File: src/rtl/lamp_sequence_monitor.sv
// Traffic-lamp sequence monitor: locks onto red->green->yellow->red, flags
// illegal codes, out-of-order lamps and stuck lamps, and counts completed cycles.
module lamp_sequence_monitor #(
  parameter int MAX_DWELL = 1,
  parameter int CNT_W     = 8
) (
  input  logic             clk,
  input  logic             rst,
  input  logic [2:0]       light,
  output logic             locked,
  output logic [2:0]       phase,
  output logic             err,
  output logic [1:0]       err_code,
  output logic [CNT_W-1:0] cycle_count
);

  localparam int DW = $clog2(MAX_DWELL + 2);
  localparam logic [DW-1:0] MAX_D = DW'(MAX_DWELL);

  localparam logic [2:0] LAMP_RED    = 3'b001;
  localparam logic [2:0] LAMP_GREEN  = 3'b010;
  localparam logic [2:0] LAMP_YELLOW = 3'b100;

  localparam logic [1:0] ERR_ILLEGAL = 2'b01;
  localparam logic [1:0] ERR_ORDER   = 2'b10;
  localparam logic [1:0] ERR_STUCK   = 2'b11;

  typedef enum logic [1:0] {HUNT, RED, GREEN, YELLOW} state_t;

  state_t           state_q, state_d;
  logic [DW-1:0]    dwell_q, dwell_d;
  logic             locked_q, locked_d;
  logic [2:0]       phase_q, phase_d;
  logic             err_q, err_d;
  logic [1:0]       err_code_q, err_code_d;
  logic [CNT_W-1:0] cycle_count_q, cycle_count_d;

  logic [2:0] cur_code;
  logic [2:0] succ_code;
  state_t     succ_state;
  logic       one_hot;
  logic       fault;
  logic [1:0] fault_code;

  always_comb begin
    cur_code   = 3'b000;
    succ_code  = LAMP_RED;
    succ_state = RED;
    unique case (state_q)
      RED:     begin cur_code = LAMP_RED;    succ_code = LAMP_GREEN;  succ_state = GREEN;  end
      GREEN:   begin cur_code = LAMP_GREEN;  succ_code = LAMP_YELLOW; succ_state = YELLOW; end
      YELLOW:  begin cur_code = LAMP_YELLOW; succ_code = LAMP_RED;    succ_state = RED;    end
      default: begin cur_code = 3'b000;      succ_code = LAMP_RED;    succ_state = RED;    end
    endcase
  end

  assign one_hot = (light == LAMP_RED) || (light == LAMP_GREEN) || (light == LAMP_YELLOW);

  always_comb begin
    state_d       = state_q;
    dwell_d       = dwell_q;
    locked_d      = locked_q;
    phase_d       = phase_q;
    err_d         = 1'b0;
    err_code_d    = err_code_q;
    cycle_count_d = cycle_count_q;
    fault         = 1'b0;
    fault_code    = 2'b00;

    if (state_q == HUNT) begin
      // Only red can start tracking; everything else is ignored silently.
      if (light == LAMP_RED) begin
        state_d  = RED;
        dwell_d  = DW'(1);
        locked_d = 1'b1;
        phase_d  = LAMP_RED;
      end
    end else if (!one_hot) begin
      fault      = 1'b1;
      fault_code = ERR_ILLEGAL;
    end else if (light == succ_code) begin
      state_d  = succ_state;
      dwell_d  = DW'(1);
      phase_d  = succ_code;
      if (state_q == YELLOW && cycle_count_q != {CNT_W{1'b1}})
        cycle_count_d = cycle_count_q + CNT_W'(1);
    end else if (light == cur_code) begin
      if (dwell_q >= MAX_D) begin
        fault      = 1'b1;
        fault_code = ERR_STUCK;
      end else begin
        dwell_d = dwell_q + DW'(1);
      end
    end else begin
      fault      = 1'b1;
      fault_code = ERR_ORDER;
    end

    // Any violation drops back to HUNT; the offending sample never relocks.
    if (fault) begin
      state_d    = HUNT;
      dwell_d    = '0;
      locked_d   = 1'b0;
      phase_d    = 3'b000;
      err_d      = 1'b1;
      err_code_d = fault_code;
    end
  end

  always_ff @(posedge clk) begin
    if (rst) begin
      state_q       <= HUNT;
      dwell_q       <= '0;
      locked_q      <= 1'b0;
      phase_q       <= 3'b000;
      err_q         <= 1'b0;
      err_code_q    <= 2'b00;
      cycle_count_q <= '0;
    end else begin
      state_q       <= state_d;
      dwell_q       <= dwell_d;
      locked_q      <= locked_d;
      phase_q       <= phase_d;
      err_q         <= err_d;
      err_code_q    <= err_code_d;
      cycle_count_q <= cycle_count_d;
    end
  end

  assign locked      = locked_q;
  assign phase       = phase_q;
  assign err         = err_q;
  assign err_code    = err_code_q;
  assign cycle_count = cycle_count_q;

endmodule

File: config.mk
export PLATFORM = sky130hd
export DESIGN_NAME = lamp_sequence_monitor
export DESIGN_NICKNAME = d
export VERILOG_FILES = /design/src/rtl/lamp_sequence_monitor.sv
export SDC_FILE = /design/constraint.sdc
export NUM_CORES = 1
export LEC_CHECK = 0
export ABC_AREA = 1
export CORE_MARGIN = 4
export CORE_UTILIZATION = 50
export DETAILED_ROUTE_END_ITERATION = 10
export PLACE_DENSITY_LB_ADDON = 0.15
export RECOVER_POWER = 50
export SLEW_MARGIN = 20
export SYNTH_ARGS = -nofsm -noshare
export SYNTH_HDL_FRONTEND = slang
export SYNTH_SLANG_ARGS = --single-unit
File: constraint.sdc
create_clock -name clk -period 3.86 [get_ports clk]
set_input_delay 1.158 -clock clk [delete_from_list [all_inputs] [get_ports clk]]
set_output_delay 1.158 -clock clk [all_outputs]
set_load 0.05 [all_outputs]
==> impl_metrics.tcl <==
set metrics [dict create \
    status "finished clean" \
    die_w_microns 54.1 \
    fin_crit_ns 2.95 \
    finalCritPeriodShare_pct 76.3 \
    yosysWarnings 0 \
    yosysTopAreaCellShare_pct 35.8 \
    fin_nets 182 \
    cts.sinks 19 \
    fp.coreArea_sq_mm 0.00198 \
    grtUsageTotal_pct 18.5 \
    clkPwrFrac_pct 26.8 \
    num_rows 16 \
    grt_pass1_vias 929 \
    cts_tree "built" \
    p_leak_nw 0.530 \
    drtAntennaViolNets 0 \
    clk_pin_slew_ns 0.12 \
    cts_root_buffer "clkbuf_4" \
    startpoint "light[0]" \
    rsz0062_at_grt "false" \
    start_util_pct 53.6 \
    critical_path_class "input pin to register" \
    required_ns 4.04 \
    drive_above_1_share_pct 3.57 \
    design_area_sq_mm 0.00129 \
    r2r-start "state_q[0]" \
    synth_ff_type "dfxtp_1" \
    max_freq_mhz 339 \
    diodes 0 \
    min_path_type "register to register" \
    path_cells "dlygate4sd3_1 > xor2_1 > nand3_1 > nor2_1 > nand2_1 > clkinvlp_2 > nand2_1 > a21oi_1" \
    hold_violations 0 \
    cts_hold_buf 0 \
    cts-buffers-inserted 3 \
    async_flop_share_pct 0 \
    slew_violations 0 \
    syn-instance-count 146 \
    vias_per_cell 4.99 \
    die_area_sq_mm 0.00293 \
    switchingPower_uw 118 \
    critical_path.max_fanout 9 \
    area_delta_synth_final_pct 21.1 \
    synth_area_sq_mm 0.00106 \
    grt_pass1_wl_microns 3950 \
    synth_common_cells "42 x nand2_1, 19 x dfxtp_1, 15 x inv_1, 14 x a21oi_1" \
    grt_max_degree 12 \
    utilization_pct 64.9 \
    io_buffers 19 \
    maxCapViolCount 0 \
    clk_latency_ns 0.30 \
    cts_setup_buffers 0 \
    comb_power_share_pct 19.5 \
    finalSetupViolations 0 \
    critPathTopFamily "buffers and inverters" \
    post_cts_resize_count 0 \
    dpl_cell_area_sq_mm 0.00128 \
    yosysMostFrequentCell "nand2_1" \
    antenna_found_initial 0 \
    synth_nets 159 \
    yosys.area.top_type "dfxtp_1" \
    synthTopCellsByArea "dfxtp_1 36%, nand2_1 15%, ha_1 9.4%, a21oi_1 6.6%, xnor2_1 5.8%" \
    syn_area_per_cell_sq_um 7.28 \
    ys_seq_elements 19 \
    routed_wl_microns 2230 \
    worstPathArrival_ns 3.13 \
    wl_per_cell_microns 11.4 \
    vdd_drop_max_mv 0.166 \
    tightestPinTransition_ns 0.502 \
    setup_tns_ns 0 \
    die_height_microns 54.1 \
    grt.overflow.total 0 \
    critPathCaptureType "register" \
    crit_slowest_cell "dlygate4sd3_1" \
    drc 0 \
    seq_area_frac_synth_pct 35.8 \
    cpMostUsedCell "nand2_1" \
    worstHoldStart "locked" \
    first_pass_iters 4 \
    sw_frac_of_total_pct 30.7 \
    power_density_mw_per_mm2 299 \
    dr.first_iter.drc_count 19 \
    pwr-share-seq_pct 53.7 \
    ys_types 18 \
    worstSetupStartpointType "input pin" \
    io-pin-count 20 \
    synth_edf_count 0 \
    maxSlewHeadroom_pct 66.4 \
    hpwl_microns 1720 \
    internal_power_uw 267 \
    num_vias 974 \
    place.gp.congestion 0.835 \
    path_buf_inv 2 \
    h-tree-depth 1 \
    crit_path_max_incr_delay_ns 0.63 \
    worst_clock_skew_ns 0.00790 \
    clk_path_buf_depth 2 \
]
[worst reg2reg max path, delay by kind of cell (launching register included)]
| kind | cells | cell delay, ns |
|---|---|---|
| xor+xnor | 1 | 0.17 |
| buf+inv | 2 | 0.46 |
| fa+ha+maj | 1 | 0.34 |
| simple gates | 4 | 0.74 |
| compound gates | 1 | 0.07 |
| flops | 1 | 0.46 |
[metrics by stage]
stage	power, mW	instances	setup slack, ns	hold slack, ns
2_1_floorplan	0.265	146	1.84	0.461
3_3_place_gp	0.286	191	1.16	0.435
3_5_place_dp	0.289	191	1.09	0.440
4_1_cts	0.391	195	1.11	0.466
5_1_grt	0.406	195	0.783	0.490
6_report	0.385	195	0.914	0.462
[power by group through the flow]
stage / sequential [mW] / combinational [mW] / clock, mW
6_report: 0.207 / 0.0751 / 0.103
5_1_grt: 0.208 / 0.0832 / 0.115
4_1_cts: 0.207 / 0.0779 / 0.107
3_5_place_dp: 0.211 / 0.0775 / 0
3_3_place_gp: 0.211 / 0.0753 / 0
2_1_floorplan: 0.225 / 0.0409 / 0
[flip-flops by register name, summed over array words and instances, names as in the netlist]
register / count
cycle_count: 8
phase: 3
dwell_q: 2
err_code: 2
state_q: 2
err: 1
locked: 1
[cell type report]
| class | count | area, sq um |
|---|---|---|
| well taps | 27 | 33.8 |
| multi-input cells | 110 | 593 |
| repair buffers | 19 | 190 |
| fillers | 188 | 696 |
| clock buffers | 3 | 22.5 |
| clock inverters | 1 | 5.00 |
| flip-flops and latches | 19 | 380 |
| inverters | 16 | 61.3 |
[per-layer routing]
layer	wire, microns	vias to the layer above	global-route usage [%]
met3	131	7	4.71
met2	1020	36	29.0
li1	-	509	-
met4	37	0	7.05
met1	1040	422	24.2
met5	0	-	0
[worst paths after layout]
path,endpoint,cells past startpoint,slack (ns)
worst max register to register,cycle_count[5],9,1.50
worst min register to register,locked,2,0.46
worst min-delay path,locked,2,0.46
worst max-delay path,cycle_count[5],8,0.91
[cell usage in the layout, fill, tap and decap left out]
cell type / Yosys / routed
nand4_1: 3 / 3
xnor2_1: 7 / 7
inv_1: 15 / 15
clkinv_2: 0 / 1
o21bai_1: 2 / 2
clkinvlp_2: 0 / 1
xor2_1: 4 / 4
clkbuf_4: 0 / 3
nand2_1: 42 / 45
o21ai_0: 6 / 6
nor2_2: 2 / 1
dfxtp_1: 19 / 19
ha_1: 8 / 8
a21oi_1: 14 / 14
clkdlybuf4s50_1: 0 / 18
nor2_1: 9 / 10
dlygate4sd3_1: 0 / 1
nand3_1: 9 / 10
[logic make-up after synthesis]
logic type | after synthesis | share of synthesized area, %
simple gates | 69 | 28.4
flops | 19 | 35.8
compound gates | 22 | 10.8
xor+xnor | 11 | 9.07
buf+inv | 17 | 6.48
fa+ha+maj | 8 | 9.42
Power figures use the tool's default switching activity.
